**src/rtl/stage_ex_mc_pkg.sv**
```systemverilog
// Shared types for the execute stage: ALU functions, operand selects, flags and FSM states.
package stage_ex_mc_pkg;

    localparam int THREAD_W = 2;
    localparam int CNT_W    = 4;

    typedef logic [THREAD_W-1:0] threadid_t;

    typedef enum logic [2:0] {
        FN_ADD,
        FN_SUB,
        FN_AND,
        FN_OR,
        FN_XOR,
        FN_SLL,
        FN_SRL,
        FN_SLTU
    } func_t;

    typedef enum logic {A_REG, A_PC}   mux_a_t;
    typedef enum logic {B_REG, B_IMM}  mux_b_t;
    typedef enum logic {TLBW_OFF, TLBW_ON} tlbwrite_t;

    typedef struct packed {
        logic      mem;
        logic      store;
        logic      isbyte;
        logic      mul;
        logic      isreg;
        logic      jump;
        logic      branch;
        logic      iret;
        tlbwrite_t tlbwrite;
    } ex_flags_t;

    typedef enum logic {IDLE, MUL_BUSY} ex_state_t;

    // An itlb miss must never occupy the multiplier, and TLB writes are not carried out here.
    function automatic ex_flags_t effectiveFlags(ex_flags_t f, logic itlbMiss);
        ex_flags_t r;
        r          = f;
        r.mul      = f.mul & ~itlbMiss;
        r.tlbwrite = TLBW_OFF;
        return r;
    endfunction

endpackage

```
**src/rtl/stage_ex_mc_if.sv**
```systemverilog
// ID/EX/TL handshake bundle for stage_ex_mc.
// With STAGE_EX_FWD_EN defined the bundle also carries the source register ids id_src1/id_src2.
interface stage_ex_mc_if #(
    parameter int XLEN  = 32,
    parameter int REG_W = 5
);
    import stage_ex_mc_pkg::*;

    logic             id_valid;
    logic             id_stall;
    threadid_t        id_thread;
    logic             id_itlb_miss;
    logic [XLEN-1:0]  id_pc;
    logic [XLEN-1:0]  id_r1;
    logic [XLEN-1:0]  id_r2;
    logic [XLEN-1:0]  id_imm;
    mux_a_t           id_a;
    mux_b_t           id_b;
    func_t            id_alu_func;
    logic [REG_W-1:0] id_dst;
    ex_flags_t        id_flags;
    logic [XLEN-1:0]  id_rm4;
`ifdef STAGE_EX_FWD_EN
    logic [REG_W-1:0] id_src1;
    logic [REG_W-1:0] id_src2;
`endif

    logic             tl_stall;
    logic             tl_valid;
    threadid_t        tl_thread;
    logic             tl_itlb_miss;
    logic [XLEN-1:0]  tl_pc;
    logic [XLEN-1:0]  tl_r2;
    logic [REG_W-1:0] tl_dst;
    ex_flags_t        tl_flags;
    logic [XLEN-1:0]  tl_rm4;
    logic [XLEN-1:0]  tl_data;
    logic [XLEN-1:0]  tl_mul;
    logic             tl_isequal;

    modport slave (
        input  id_valid, id_thread, id_itlb_miss, id_pc, id_r1, id_r2, id_imm, id_a, id_b,
               id_alu_func, id_dst, id_flags, id_rm4,
`ifdef STAGE_EX_FWD_EN
               id_src1, id_src2,
`endif
               tl_stall,
        output id_stall, tl_valid, tl_thread, tl_itlb_miss, tl_pc, tl_r2, tl_dst, tl_flags,
               tl_rm4, tl_data, tl_mul, tl_isequal
    );

    modport master (
        output id_valid, id_thread, id_itlb_miss, id_pc, id_r1, id_r2, id_imm, id_a, id_b,
               id_alu_func, id_dst, id_flags, id_rm4,
`ifdef STAGE_EX_FWD_EN
               id_src1, id_src2,
`endif
               tl_stall,
        input  id_stall, tl_valid, tl_thread, tl_itlb_miss, tl_pc, tl_r2, tl_dst, tl_flags,
               tl_rm4, tl_data, tl_mul, tl_isequal
    );

endinterface

```
**src/rtl/stage_ex_mc_mul_pipe.sv**
```systemverilog
// Multi-cycle unsigned multiplier: captures operands on in_valid_i and counts the latency
// down on every cycle advance_i is high; out_valid_o marks the final busy cycle.
module mul_pipe
    import stage_ex_mc_pkg::*;
#(
    parameter int XLEN    = 32,
    parameter int MUL_LAT = 4
) (
    input  logic            clk,
    input  logic            rst,
    input  logic            in_valid_i,
    input  logic [XLEN-1:0] a_i,
    input  logic [XLEN-1:0] b_i,
    input  logic            advance_i,
    output logic            out_valid_o,
    output logic [XLEN-1:0] c_o
);
    logic [XLEN-1:0]  opA_q, opB_q, srcA, srcB;
    logic [CNT_W-1:0] cnt_q, cnt_d;

    always_comb begin
        cnt_d = cnt_q;
        if (in_valid_i) begin
            cnt_d = CNT_W'(MUL_LAT - 1);
        end else if (advance_i && cnt_q != '0) begin
            cnt_d = cnt_q - CNT_W'(1);
        end
    end

    always_ff @(posedge clk) begin
        if (!rst) begin
            cnt_q <= '0;
            opA_q <= '0;
            opB_q <= '0;
        end else begin
            cnt_q <= cnt_d;
            if (in_valid_i) begin
                opA_q <= a_i;
                opB_q <= b_i;
            end
        end
    end

    // Live operands feed the multiplier when nothing is in flight, which covers MUL_LAT == 1.
    assign srcA        = (cnt_q != '0) ? opA_q : a_i;
    assign srcB        = (cnt_q != '0) ? opB_q : b_i;
    assign c_o         = srcA * srcB;
    assign out_valid_o = (cnt_q == CNT_W'(1));

endmodule

```
**src/rtl/stage_ex_mc.sv**
```systemverilog
// Execute stage: ALU, branch compare and a multi-cycle multiplier behind a valid/stall handshake.
// Define STAGE_EX_FWD_EN to forward the TL-stage result into the ID register operands.
module stage_ex_mc
    import stage_ex_mc_pkg::*;
#(
    parameter int XLEN    = 32,
    parameter int MUL_LAT = 4,
    parameter int REG_W   = 5
) (
    input logic          clk,
    input logic          rst,
    stage_ex_mc_if.slave ex
);
    localparam int SHW = $clog2(XLEN);

    ex_state_t        state_q, state_d;
    logic [XLEN-1:0]  r1, r2, opA, opB, mulC;
    logic             idStall, accept, startBusy, mulDone;
    ex_flags_t        flags;

    logic             tlValid_q, tlItlb_q, tlIsEqual_q;
    threadid_t        tlThread_q;
    logic [XLEN-1:0]  tlPc_q, tlR2_q, tlRm4_q, tlData_q, tlMul_q;
    logic [REG_W-1:0] tlDst_q;
    ex_flags_t        tlFlags_q;

    function automatic logic [XLEN-1:0] alu(func_t f, logic [XLEN-1:0] a, logic [XLEN-1:0] b);
        case (f)
            FN_ADD:  return a + b;
            FN_SUB:  return a - b;
            FN_AND:  return a & b;
            FN_OR:   return a | b;
            FN_XOR:  return a ^ b;
            FN_SLL:  return a << b[SHW-1:0];
            FN_SRL:  return a >> b[SHW-1:0];
            FN_SLTU: return {{(XLEN-1){1'b0}}, a < b};
            default: return '0;
        endcase
    endfunction

`ifdef STAGE_EX_FWD_EN
    logic             fwdHit;
    logic [XLEN-1:0]  fwdVal;
    assign fwdVal = tlFlags_q.mul ? tlMul_q : tlData_q;
    assign fwdHit = tlValid_q & tlFlags_q.isreg & ~tlFlags_q.mem
                  & (tlThread_q == ex.id_thread) & (tlDst_q != '0);
    assign r1 = (fwdHit && tlDst_q == ex.id_src1) ? fwdVal : ex.id_r1;
    assign r2 = (fwdHit && tlDst_q == ex.id_src2) ? fwdVal : ex.id_r2;
`else
    assign r1 = ex.id_r1;
    assign r2 = ex.id_r2;
`endif

    assign flags     = effectiveFlags(ex.id_flags, ex.id_itlb_miss);
    assign opA       = (ex.id_a == A_REG) ? r1 : ex.id_pc;
    assign opB       = (ex.id_b == B_REG) ? r2 : ex.id_imm;
    assign idStall   = ex.tl_stall | (state_q == MUL_BUSY);
    assign accept    = ex.id_valid & ~idStall;
    assign startBusy = accept & flags.mul & (MUL_LAT > 1);

    mul_pipe #(
        .XLEN    (XLEN),
        .MUL_LAT (MUL_LAT)
    ) u_mul (
        .clk         (clk),
        .rst         (rst),
        .in_valid_i  (startBusy),
        .a_i         (r1),
        .b_i         (r2),
        .advance_i   (~ex.tl_stall),
        .out_valid_o (mulDone),
        .c_o         (mulC)
    );

    always_ff @(posedge clk) begin
        if (!rst) begin
            state_q <= IDLE;
        end else begin
            state_q <= state_d;
        end
    end

    always_comb begin
        state_d = state_q;
        case (state_q)
            IDLE:     if (startBusy) state_d = MUL_BUSY;
            MUL_BUSY: if (!ex.tl_stall && mulDone) state_d = IDLE;
            default:  state_d = IDLE;
        endcase
    end

    // Side fields are captured at accept and held through the busy cycles; completion only adds the product.
    always_ff @(posedge clk) begin
        if (!rst) begin
            tlValid_q   <= 1'b0;
            tlThread_q  <= '0;
            tlItlb_q    <= 1'b0;
            tlPc_q      <= '0;
            tlR2_q      <= '0;
            tlDst_q     <= '0;
            tlFlags_q   <= '0;
            tlRm4_q     <= '0;
            tlData_q    <= '0;
            tlMul_q     <= '0;
            tlIsEqual_q <= 1'b0;
        end else if (!ex.tl_stall) begin
            if (state_q == IDLE) begin
                tlValid_q   <= ex.id_valid & ~startBusy;
                tlThread_q  <= ex.id_thread;
                tlItlb_q    <= ex.id_itlb_miss;
                tlPc_q      <= ex.id_pc;
                tlR2_q      <= r2;
                tlDst_q     <= ex.id_dst;
                tlFlags_q   <= flags;
                tlRm4_q     <= ex.id_rm4;
                tlData_q    <= alu(ex.id_alu_func, opA, opB);
                tlMul_q     <= mulC;
                tlIsEqual_q <= (r1 == r2);
            end else begin
                tlValid_q <= mulDone;
                if (mulDone) begin
                    tlMul_q <= mulC;
                end
            end
        end
    end

    assign ex.id_stall     = idStall;
    assign ex.tl_valid     = tlValid_q;
    assign ex.tl_thread    = tlThread_q;
    assign ex.tl_itlb_miss = tlItlb_q;
    assign ex.tl_pc        = tlPc_q;
    assign ex.tl_r2        = tlR2_q;
    assign ex.tl_dst       = tlDst_q;
    assign ex.tl_flags     = tlFlags_q;
    assign ex.tl_rm4       = tlRm4_q;
    assign ex.tl_data      = tlData_q;
    assign ex.tl_mul       = tlMul_q;
    assign ex.tl_isequal   = tlIsEqual_q;

endmodule

```
**src/flat_wrapper.sv**
```systemverilog
// flat-port wrapper written by rule: the top's interface ports become plain ports
module stage_ex_mc_flat import stage_ex_mc_pkg::*;
#(
    parameter int XLEN    = 32,
    parameter int MUL_LAT = 4,
    parameter int REG_W   = 5
)
  (clk, rst, ex_id_valid, ex_id_thread, ex_id_itlb_miss, ex_id_pc, ex_id_r1, ex_id_r2, ex_id_imm, ex_id_a, ex_id_b, ex_id_alu_func, ex_id_dst, ex_id_flags, ex_id_rm4, ex_tl_stall, ex_id_stall, ex_tl_valid, ex_tl_thread, ex_tl_itlb_miss, ex_tl_pc, ex_tl_r2, ex_tl_dst, ex_tl_flags, ex_tl_rm4, ex_tl_data, ex_tl_mul, ex_tl_isequal);
  stage_ex_mc_if #(.XLEN(XLEN), .REG_W(REG_W)) ex_i ();
  input logic clk;
  input logic rst;
  input wire logic [$bits(ex_i.id_valid)-1:0] ex_id_valid;
  input wire logic [$bits(ex_i.id_thread)-1:0] ex_id_thread;
  input wire logic [$bits(ex_i.id_itlb_miss)-1:0] ex_id_itlb_miss;
  input wire logic [$bits(ex_i.id_pc)-1:0] ex_id_pc;
  input wire logic [$bits(ex_i.id_r1)-1:0] ex_id_r1;
  input wire logic [$bits(ex_i.id_r2)-1:0] ex_id_r2;
  input wire logic [$bits(ex_i.id_imm)-1:0] ex_id_imm;
  input wire logic [$bits(ex_i.id_a)-1:0] ex_id_a;
  input wire logic [$bits(ex_i.id_b)-1:0] ex_id_b;
  input wire logic [$bits(ex_i.id_alu_func)-1:0] ex_id_alu_func;
  input wire logic [$bits(ex_i.id_dst)-1:0] ex_id_dst;
  input wire logic [$bits(ex_i.id_flags)-1:0] ex_id_flags;
  input wire logic [$bits(ex_i.id_rm4)-1:0] ex_id_rm4;
  input wire logic [$bits(ex_i.tl_stall)-1:0] ex_tl_stall;
  output wire logic [$bits(ex_i.id_stall)-1:0] ex_id_stall;
  output wire logic [$bits(ex_i.tl_valid)-1:0] ex_tl_valid;
  output wire logic [$bits(ex_i.tl_thread)-1:0] ex_tl_thread;
  output wire logic [$bits(ex_i.tl_itlb_miss)-1:0] ex_tl_itlb_miss;
  output wire logic [$bits(ex_i.tl_pc)-1:0] ex_tl_pc;
  output wire logic [$bits(ex_i.tl_r2)-1:0] ex_tl_r2;
  output wire logic [$bits(ex_i.tl_dst)-1:0] ex_tl_dst;
  output wire logic [$bits(ex_i.tl_flags)-1:0] ex_tl_flags;
  output wire logic [$bits(ex_i.tl_rm4)-1:0] ex_tl_rm4;
  output wire logic [$bits(ex_i.tl_data)-1:0] ex_tl_data;
  output wire logic [$bits(ex_i.tl_mul)-1:0] ex_tl_mul;
  output wire logic [$bits(ex_i.tl_isequal)-1:0] ex_tl_isequal;
  assign ex_i.id_valid = ex_id_valid;
  assign ex_i.id_thread = ex_id_thread;
  assign ex_i.id_itlb_miss = ex_id_itlb_miss;
  assign ex_i.id_pc = ex_id_pc;
  assign ex_i.id_r1 = ex_id_r1;
  assign ex_i.id_r2 = ex_id_r2;
  assign ex_i.id_imm = ex_id_imm;
  assign ex_i.id_a = ex_id_a;
  assign ex_i.id_b = ex_id_b;
  assign ex_i.id_alu_func = ex_id_alu_func;
  assign ex_i.id_dst = ex_id_dst;
  assign ex_i.id_flags = ex_id_flags;
  assign ex_i.id_rm4 = ex_id_rm4;
  assign ex_i.tl_stall = ex_tl_stall;
  assign ex_id_stall = ex_i.id_stall;
  assign ex_tl_valid = ex_i.tl_valid;
  assign ex_tl_thread = ex_i.tl_thread;
  assign ex_tl_itlb_miss = ex_i.tl_itlb_miss;
  assign ex_tl_pc = ex_i.tl_pc;
  assign ex_tl_r2 = ex_i.tl_r2;
  assign ex_tl_dst = ex_i.tl_dst;
  assign ex_tl_flags = ex_i.tl_flags;
  assign ex_tl_rm4 = ex_i.tl_rm4;
  assign ex_tl_data = ex_i.tl_data;
  assign ex_tl_mul = ex_i.tl_mul;
  assign ex_tl_isequal = ex_i.tl_isequal;
  stage_ex_mc #(.XLEN(XLEN), .MUL_LAT(MUL_LAT), .REG_W(REG_W)) u_core (.clk(clk), .rst(rst), .ex(ex_i));
endmodule
```
**config.mk**
```make
export PLATFORM = sky130hd
export DESIGN_NAME = stage_ex_mc_flat
export DESIGN_NICKNAME = d
export VERILOG_FILES = /design/src/rtl/stage_ex_mc_pkg.sv /design/src/rtl/stage_ex_mc_if.sv /design/src/rtl/stage_ex_mc_mul_pipe.sv /design/src/rtl/stage_ex_mc.sv /design/src/flat_wrapper.sv
export SDC_FILE = /design/constraint.sdc
export NUM_CORES = 2
export LEC_CHECK = 0
export CORE_ASPECT_RATIO = 2
export CORE_MARGIN = 2
export CORE_UTILIZATION = 30
export CTS_BUF_LIST = sky130_fd_sc_hd__clkbuf_8
export DETAILED_ROUTE_END_ITERATION = 8
export HOLD_SLACK_MARGIN = 0.08
export SLEW_MARGIN = 20
export SYNTH_ARGS = -nofsm -noshare
export SYNTH_HDL_FRONTEND = slang
export SYNTH_SLANG_ARGS = --single-unit
```
**constraint.sdc**
```tcl
create_clock -name clk -period 8.6 [get_ports clk]
set_input_delay 1.29 -clock clk [delete_from_list [all_inputs] [get_ports clk]]
set_output_delay 1.29 -clock clk [all_outputs]
set_load 0.005 [all_outputs]
```
==> out/results.ini <==
[setup_path]
worstPathRequired_ns = 9.15
cp_max_fo = 17
worstReg2RegStart = u_core.u_mul.cnt_q[1]
slowest_delay_ns = 0.56
crit_path_frequent_cell = fa_1
worstPathArrival_ns = 8.74
crit_path_end = u_core.ex.tl_mul[31]
r2r_end = u_core.ex.tl_mul[31]
start_kind = register
crit_slowest_cell = fa_1
r2r_slack_ns = 0.41
end_kind = register
path_class = reg -> reg
reg2reg_depth = 31
crit_start = u_core.u_mul.cnt_q[1]

[grt]
grt.total_usage = 0.254
grt_max_degree = 109
grt_pass1_vias = 34200
grt_pass1_wl_um = 221000
grt.overflow.total = 0
grt_antenna_before_repair = 12

[clocking]
insertion_delay_ns = 0.69
htreeDepth = 2
cts_hold_buf = 0
clkTransAtPathRegs_ns = 0.06
cts_tree = yes
clockRootBuffer = clkbuf_8
clock_path_buffers = 3
cts_buffers = 48
clkSinkCount = 247

[flow_run]
cap_viol_max_count = 0

[synthesis]
synthArstFlopShare = 0
synth_edf_count = 0
synth.top_cell.area_share = 0.241
synthDistinctLibCells = 87
synth_top_flop_cell = dfxtp_1
yosysWarnings = 0
ys_seq_area_frac = 0.145
syn-num-nets = 5099
netlist_instances = 4281
synth_most_common_cell = nand2_1
synthTopCellsByCount = nand2_1, inv_1, nor2_1, fa_1, dfxtp_1
syn_area_per_cell_um2 = 7.97
synth_area_leaders = fa_1, dfxtp_1, ha_1
syn_area_mm2 = 0.0341
yosysTopAreaCell = fa_1
ys_ff_latch = 247

[final_layout]
finish.instance_area_mm2 = 0.0430
num-fill-cells = 11700
area_growth_syn_to_layout_pct = 26.1
nNetsFinal = 5622
layout.cells.non_filler = 6349
drive_above_1_share = 0.118
multi_input_area_mm2 = 0.0265
regArea_mm2 = 0.00494

[sta]
skew_ns = 0.0437
fin_worst_hold_slack_ns = 0.462
maxClockFrequency_ghz = 0.122
hold_violations = 0
min_period_over_period = 0.952
rsz0062_at_grt = false
finalSetupViolCount = 0
worst_pin_slew_ns = 1.11
finalSetupTns_ns = 0
slew-limit-headroom = 0.250
slew_viol_final = 0
post-route-min-period_ns = 8.19

[floorplanning]
dieArea_mm2 = 0.117
coreArea_mm2 = 0.113
placementRows = 175
fp.dieW_um = 242
fp.dieH_um = 481
io_pins = 366
start_util = 0.301

[route]
ant_nets = 0
first_iter_violations = 3073
wl_um = 151000
wl_per_cell_um = 23.9
wl_met1_um = 62600
dr.max_layer_used = met5
route.met3.wl_um = 14800
first_pass_iters = 6
viasPerCell = 5.29
met2_length_um = 65500
drc = 0
vias = 33600

[worst_hold_path]
holdCritStartpoint = u_core.ex.tl_rm4[11]
hold_path.class = reg -> reg

[place]
port_buffers = 363
dpl.cell_count = 6248
place_hpwl_um = 123000
gp_congestion = 0.999
post_dp_cell_area_mm2 = 0.0418

[status]
status = complete, no violations

-- worst min-delay path by stage --
stage                                        end  slack (ns)  depth (start not counted)
after floorplan           u_core.u_mul.opA_q[31]        0.44                          2
after detailed placement     u_core.ex.tl_pc[31]        0.46                          2
after global routing         u_core.ex.tl_r2[14]        0.48                          2
final                       u_core.ex.tl_rm4[11]        0.46                          2
after CTS                     u_core.ex.tl_valid        0.47                          2
after global placement       u_core.ex.tl_pc[28]        0.45                          2
-- layout by cell type, fill, tap and decap left out, types with 10 or more instances in the layout --
cell type / n
a211oi_1: 21
a21boi_0: 188
a21o_1: 27
a21oi_1: 178
a221oi_1: 14
a31oi_1: 28
and2_1: 23
buf_12: 31
buf_4: 316
clkbuf_8: 60
clkdlybuf4s50_1: 359
dfxtp_1: 247
fa_1: 410
ha_1: 222
inv_1: 497
mux2_2: 46
mux2i_1: 191
mux2i_2: 13
nand2_1: 735
nand2b_1: 24
nand3_1: 30
nand4_1: 10
nor2_1: 480
nor2b_1: 12
nor3_1: 33
nor4_1: 13
o211ai_1: 31
o21a_1: 14
o21ai_0: 158
o21ai_1: 10
o21bai_1: 14
o221ai_1: 11
o22ai_1: 19
o31ai_1: 14
or2_2: 40
xnor2_1: 98
xor2_1: 56
-- area by class of cell --
class                      instances  share of cell area
multi-input combinational       3298               0.616
timing repair buffer             717               0.157
sequential                       247               0.115
tap                             1504              0.0437
inverter                         492              0.0430
clock buffer                      60              0.0192
clock inverter                    28             0.00631
antenna                            3            0.000174
-- through the flow --
stage                     setup slack, ns   util
after CTS                           0.201  0.379
final                               0.410  0.380
after global placement             -0.169  0.369
after global routing               0.0269  0.380
after floorplan                     0.350      -
after detailed placement           -0.243  0.369
-- timing repair --
item                       CTS  global route
setup buffers                0             7
setup endpoints to repair    0             7
gates resized for setup      0             7
-- registers in the layout, summed over array words and instances (netlist names) --
register	count
u_core.ex.tl_isequal	1
u_core.u_mul.opB_q	32
u_core.ex.tl_flags	8
u_core.ex.tl_mul	32
u_core.ex.tl_valid	1
u_core.ex.tl_dst	5
u_core.u_mul.cnt_q	4
u_core.ex.tl_itlb_miss	1
u_core.ex.tl_data	32
u_core.ex.tl_thread	2
u_core.u_mul.opA_q	32
u_core.ex.tl_pc	32
u_core.state_q	1
u_core.ex.tl_rm4	32
u_core.ex.tl_r2	32
-- cell families after synthesis --
logic type	Yosys count	synth area share
DFF	247	0.145
other	1	0.000110
AOI/OAI and AO/OA	812	0.157
and+or+nand+nor	1440	0.173
xor gates and xnor gates	157	0.0415
buffers and inverters	736	0.0835
muxes	256	0.0774
adders and majority gates	632	0.322
-- layer usage --
layer  track usage  up-vias
li1              -    15000
met2         0.398     1791
met4         0.116       14
met5             0        -
met1         0.333    16500
met3        0.0566      344
-- critical path: cells and delay by family (launching register included) --
kind / cells / cell delay, ns
buffers and inverters: 9 / 1.24
flip-flops: 1 / 0.32
AND/OR/NAND/NOR: 3 / 0.54
XOR/XNOR: 8 / 1.52
AO/OA/AOI/OAI: 1 / 0.09
multiplexers: 1 / 0.25
adder cells (fa/ha/maj): 9 / 4.09
Power is not shown: default switching activity piles up to over one toggle a cycle in this logic, so the estimate is an artifact.
